### src/rtl/okwireout_bank_pkg.sv
// Shared constants for the Wire Out bank: okHE/okEH field positions and the legal
// address window for wire-out endpoints.
package okwireout_bank_pkg;

  localparam logic [7:0] WIRE_ADDR_MIN = 8'h20;
  localparam logic [7:0] WIRE_ADDR_MAX = 8'h3F;
  localparam int         WIRE_W        = 32;

  localparam int HE_W          = 113;
  localparam int EH_W          = 65;
  localparam int HE_RESET      = 1;
  localparam int HE_ADDR_LSB   = 4;
  localparam int HE_ADDR_W     = 8;
  localparam int HE_WIREUPDATE = 44;

endpackage

### src/rtl/okwireout_bank_chan.sv
// One wire-out channel: a hold register, plus an OR accumulator when the channel
// is in sticky mode so events between captures are never lost.
module okwireout_chan
  import okwireout_bank_pkg::*;
#(
  parameter bit STICKY = 1'b0
) (
  input  logic              clk,
  input  logic              rst_n,
  input  logic              srst,
  input  logic              capture,
  input  logic [WIRE_W-1:0] din,
  output logic [WIRE_W-1:0] hold
);

  if (STICKY) begin : g_sticky
    logic [WIRE_W-1:0] acc;

    // Bits seen in the capture cycle go into this snapshot, not the next one.
    always_ff @(posedge clk or negedge rst_n) begin
      if (!rst_n) begin
        acc  <= '0;
        hold <= '0;
      end else if (srst) begin
        acc  <= '0;
        hold <= '0;
      end else if (capture) begin
        hold <= acc | din;
        acc  <= '0;
      end else begin
        acc <= acc | din;
      end
    end
  end else begin : g_level
    always_ff @(posedge clk or negedge rst_n) begin
      if (!rst_n) begin
        hold <= '0;
      end else if (srst) begin
        hold <= '0;
      end else if (capture) begin
        hold <= din;
      end
    end
  end

endmodule

### src/rtl/okwireout_bank.sv
// Bank of Wire Out endpoints at consecutive host addresses, captured together on
// each wire-update so the host always reads a coherent snapshot.
module okwireout_bank
  import okwireout_bank_pkg::*;
#(
  parameter int              N_CH        = 4,
  parameter logic [7:0]      BASE_ADDR   = 8'h20,
  parameter logic [N_CH-1:0] STICKY_MASK = '0,
  parameter bit              STATUS_EN   = 1'b0
) (
  input  logic                   ti_clk,
  input  logic                   ti_reset_n,
  input  logic [HE_W-1:0]        okHE,
  output logic [EH_W-1:0]        okEH,
  input  logic [WIRE_W*N_CH-1:0] ep_datain,
  output logic                   ep_captured
);

  localparam int         LAST_ADDR   = int'(BASE_ADDR) + N_CH - 1 + (STATUS_EN ? 1 : 0);
  localparam logic [7:0] STATUS_ADDR = 8'(int'(BASE_ADDR) + N_CH);

  if (BASE_ADDR < WIRE_ADDR_MIN || LAST_ADDR > int'(WIRE_ADDR_MAX) || N_CH < 1) begin : g_range_err
    $error("okwireout_bank: endpoint addresses fall outside the 0x20-0x3F wire-out range");
  end

  logic                 srst;
  logic                 capture;
  logic [HE_ADDR_W-1:0] ti_addr;
  logic                 unused_he;

  assign srst      = okHE[HE_RESET];
  assign capture   = okHE[HE_WIREUPDATE];
  assign ti_addr   = okHE[HE_ADDR_LSB +: HE_ADDR_W];
  assign unused_he = ^okHE;

  logic [WIRE_W-1:0] hold [N_CH];

  for (genvar k = 0; k < N_CH; k++) begin : g_chan
    okwireout_chan #(
      .STICKY (STICKY_MASK[k])
    ) u_chan (
      .clk     (ti_clk),
      .rst_n   (ti_reset_n),
      .srst    (srst),
      .capture (capture),
      .din     (ep_datain[WIRE_W*k +: WIRE_W]),
      .hold    (hold[k])
    );
  end

  logic [WIRE_W-1:0] status_hold;

  if (STATUS_EN) begin : g_status
    logic [WIRE_W-1:0] cnt;

    // Status reports the capture count including the capture that loaded it.
    always_ff @(posedge ti_clk or negedge ti_reset_n) begin
      if (!ti_reset_n) begin
        cnt         <= '0;
        status_hold <= '0;
      end else if (srst) begin
        cnt         <= '0;
        status_hold <= '0;
      end else if (capture) begin
        cnt         <= cnt + 1'b1;
        status_hold <= cnt + 1'b1;
      end
    end
  end else begin : g_no_status
    assign status_hold = '0;
  end

  always_ff @(posedge ti_clk or negedge ti_reset_n) begin
    if (!ti_reset_n) begin
      ep_captured <= 1'b0;
    end else begin
      ep_captured <= capture & ~srst;
    end
  end

  logic [WIRE_W-1:0] rd_data;

  always_comb begin
    rd_data = '0;
    for (int k = 0; k < N_CH; k++) begin
      if (ti_addr == 8'(int'(BASE_ADDR) + k)) rd_data = hold[k];
    end
    if (STATUS_EN && ti_addr == STATUS_ADDR) rd_data = status_hold;
  end

  // READY and REGREADDATA stay zero: this endpoint never drives register reads.
  assign okEH = {32'd0, 1'b0, rd_data};

endmodule

### config.mk
export PLATFORM = sky130hd
export DESIGN_NAME = okwireout_bank
export DESIGN_NICKNAME = d
export VERILOG_FILES = /design/src/rtl/okwireout_bank_pkg.sv /design/src/rtl/okwireout_bank_chan.sv /design/src/rtl/okwireout_bank.sv
export SDC_FILE = /design/constraint.sdc
export NUM_CORES = 1
export LEC_CHECK = 0
export CAP_MARGIN = 15
export CORE_AREA = 4 4 168 121
export CTS_CLUSTER_SIZE = 14
export DETAILED_ROUTE_END_ITERATION = 12
export DIE_AREA = 0 0 172 125
export GPL_TIMING_DRIVEN = 1
export HOLD_SLACK_MARGIN = 0.08
export PLACE_DENSITY = 0.75
export SLEW_MARGIN = 20
export SYNTH_ARGS = -nofsm -noshare
export SYNTH_HDL_FRONTEND = slang
export SYNTH_SLANG_ARGS = --single-unit
### constraint.sdc
create_clock -name ti_clk -period 3.3 [get_ports ti_clk]
set_input_delay 0.66 -clock ti_clk [delete_from_list [all_inputs] [get_ports ti_clk]]
set_output_delay 0.66 -clock ti_clk [all_outputs]
set_load 0.005 [all_outputs]
==> flow_summary.yaml <==
setup_path:
  crit_path_end_kind: "primary output"
  rrSetupSlack_ns: 2.59
  start_kind: "input pin"
  crit_path_cell_trace: "clkdlybuf4s50_1 -> nor4b_4 -> buf_12 -> and3_1 -> clkdlybuf4s50_1"
  cp_top_family: "buffers and inverters"
  r2r-start: "g_chan[0].u_chan.hold[1]"
  critPathMaxFanout: 32
  critPathArrivalTime_ns: 2.39
  max_stage_delay_ns: 0.51
  worst-setup-path-type: "input pin to primary output"
  r2r.worst_path.cells: 2
  critPathBufInv: 3
  critPathMostFrequentCell: "clkdlybuf4s50_1"
  worstReg2RegEnd: "g_chan[0].u_chan.hold[1]"
  critPathSlowestCell: "clkdlybuf4s50_1"
  crit_required_ns: 2.64
  cp.depth: 5
route:
  ant_nets: 0
  first_iter_violations: 258
  met2_length_um: 7530
  routed_wl_um: 16600
  vias: 4459
  routedLengthMet1_um: 7670
  post_drt_wl_per_cell_um: 17.6
  vias_per_cell: 4.73
  drc: 0
  top_layer: "met4"
  first_pass_iters: 6
  wl_met3_um: 1250
sta:
  fin_tns_setup_ns: 0
  clock.fmax_ghz: 0.328
  fin_ws_ns: 0.247
  slew_violations: 0
  slew_headroom: 0.509
  worst_pin_slew_ns: 0.737
  finalHoldViolCount: 0
  period_minus_slack_ns: 3.05
  finalSetupViolations: 0
  rsz0062_at_grt: "false"
  skew_ns: 0
  min_period_over_period: 0.925
clock_tree:
  post-cts-setup-buffer-count: 0
  h-tree-depth: 4
  insertion_delay_ns: 0.40
  ctsResizeCount: 0
  cts_buffers: 17
  root_buffer: "clkbuf_16"
  path_clk_slew_ns: 0.06
  clock_path_buffers: 2
  tritoncts: "done"
  ctsHoldBuffers: 0
  cts_sinks: 129
pwr:
  vdd_drop_max_v: 0.000312
  leakagePower_nw: 4.28
  p_comb_frac: 0.128
  netSwitchingFraction: 0.232
  clockPowerShare: 0.470
  internal-power_mw: 3.28
  powerDensity_nw_per_um2: 479
  p_seq_frac: 0.403
  p_sw_mw: 0.992
  power_mw: 4.27
floorplanning:
  die-area_um2: 21500
  core-area_um2: 18700
  die_x_um: 172
  io_pins: 309
  num_rows: 42
  start_util: 0.344
  die_h_um: 125
finish:
  final_common_cell: "clkdlybuf4s50_1"
  diodes: 0
  areaGrowthSynthToFinish_pct: 38.4
  nets: 930
  fin_util: 0.476
  drive_gt1_frac: 0.111
  final_cell_mix: "clkdlybuf4s50_1 (167), dfrtp_1 (129), mux2i_1 (128), nor2_1 (128), conb_1 (33)"
yosys:
  yosysWarnings: 0
  yosys.area.top_type: "dfrtp_1"
  synth_area_leaders: "dfrtp_1 (50%), mux2i_1 (20%), mux4_2 (11%)"
  synth-seq-cells: 129
  synth-seq-area-share: 0.502
  synth.distinct_cells: 14
  avgSynthCellArea_um2: 12.2
  syn_inst: 528
  yosysTopAreaCellShare: 0.502
  syn-cell-area_um2: 6430
status:
  outcome: "completed"
placed_design:
  port-buffer-count: 172
  post-place-ws_ns: 0.227
  place_congestion: 0.752
  place_hpwl_um: 10900
global_route:
  grt_pass1_vias: 4713
  antenna_found_initial: 0
  grt_pass1_wl_um: 26400
  grt_max_degree: 76
  grt_overflow: 0
  gr-usage-all-layers: 0.156
run:
  drv_cap: 0
hold_path:
  hold_class: "input pin to asynchronous set/reset pin"
how the worst max path moves through the flow:
stage	startpoint	endpoint	slack, ns
after global placement	okHE[8]	okEH[31]	0.23
after CTS	okHE[8]	okEH[31]	0.23
after global routing	okHE[8]	okEH[22]	0.15
after detailed placement	okHE[8]	okEH[31]	0.23
after floorplan	okHE[4]	okEH[10]	1.05
final	okHE[8]	okEH[25]	0.25
layout make-up:
| type | count | area, um2 |
|---|---|---|
| clock buffers | 20 | 447 |
| well taps | 242 | 303 |
| flip-flops and latches | 129 | 3230 |
| multi-input cells | 356 | 2850 |
| repair buffers | 183 | 1890 |
| clock inverters | 12 | 180 |
| fillers | 1722 | 9810 |
power groups by stage:
stage / logic [mW] / registers [mW] / clock network [mW]
final: 0.545 / 1.72 / 2.00
after global routing: 0.601 / 1.73 / 2.13
after CTS: 0.553 / 1.72 / 2.05
after detailed placement: 0.551 / 1.74 / 0
after global placement: 0.543 / 1.74 / 0
after floorplan: 0.316 / 1.73 / 0
cell usage after synthesis, drive strengths merged:
master and instances:
dfrtp 129, nor2 129, mux2i 128, buf 54, and3 32, mux4 32
clkbuf 21, conb 1, nor2b 1, nor4b 1
flip-flops by register name, indices dropped and copies added (netlist names):
signal,flops
g_chan.u_chan.hold,128
ep_captured,1
stage by stage:
| stage | instances | hold WS [ns] | instance area (um2) |
|---|---|---|---|
| after floorplan | 560 | 0.364 | 6550 |
| after global placement | 910 | 0.495 | 8280 |
| after detailed placement | 910 | 0.507 | 8280 |
| after CTS | 942 | 0.300 | 8900 |
| after global routing | 942 | 0.314 | 8900 |
| final | 942 | 0.265 | 8900 |
logic make-up (layout without fill, tap and decap cells):
| family | count (synthesis) | after routing | synth area share |
|---|---|---|---|
| buffers and inverters | 75 | 215 | 0.0755 |
| DFF | 129 | 129 | 0.502 |
| muxes | 160 | 160 | 0.312 |
| other | 1 | 33 | 0.000583 |
| and+or+nand+nor | 163 | 163 | 0.110 |
metal layers:
layer  global-route usage  vias up
met1                0.220     2223
met2                0.235      135
met5                    0        -
met4               0.0305        0
li1                     -     2092
met3               0.0559        9
worst register-to-register path, cell delays in order, from the launching register on:
cell and delay [ns]:
dfrtp_1 0.39, mux2i_1 0.15, nor2_1 0.06
(Power assumes the default switching activity.)
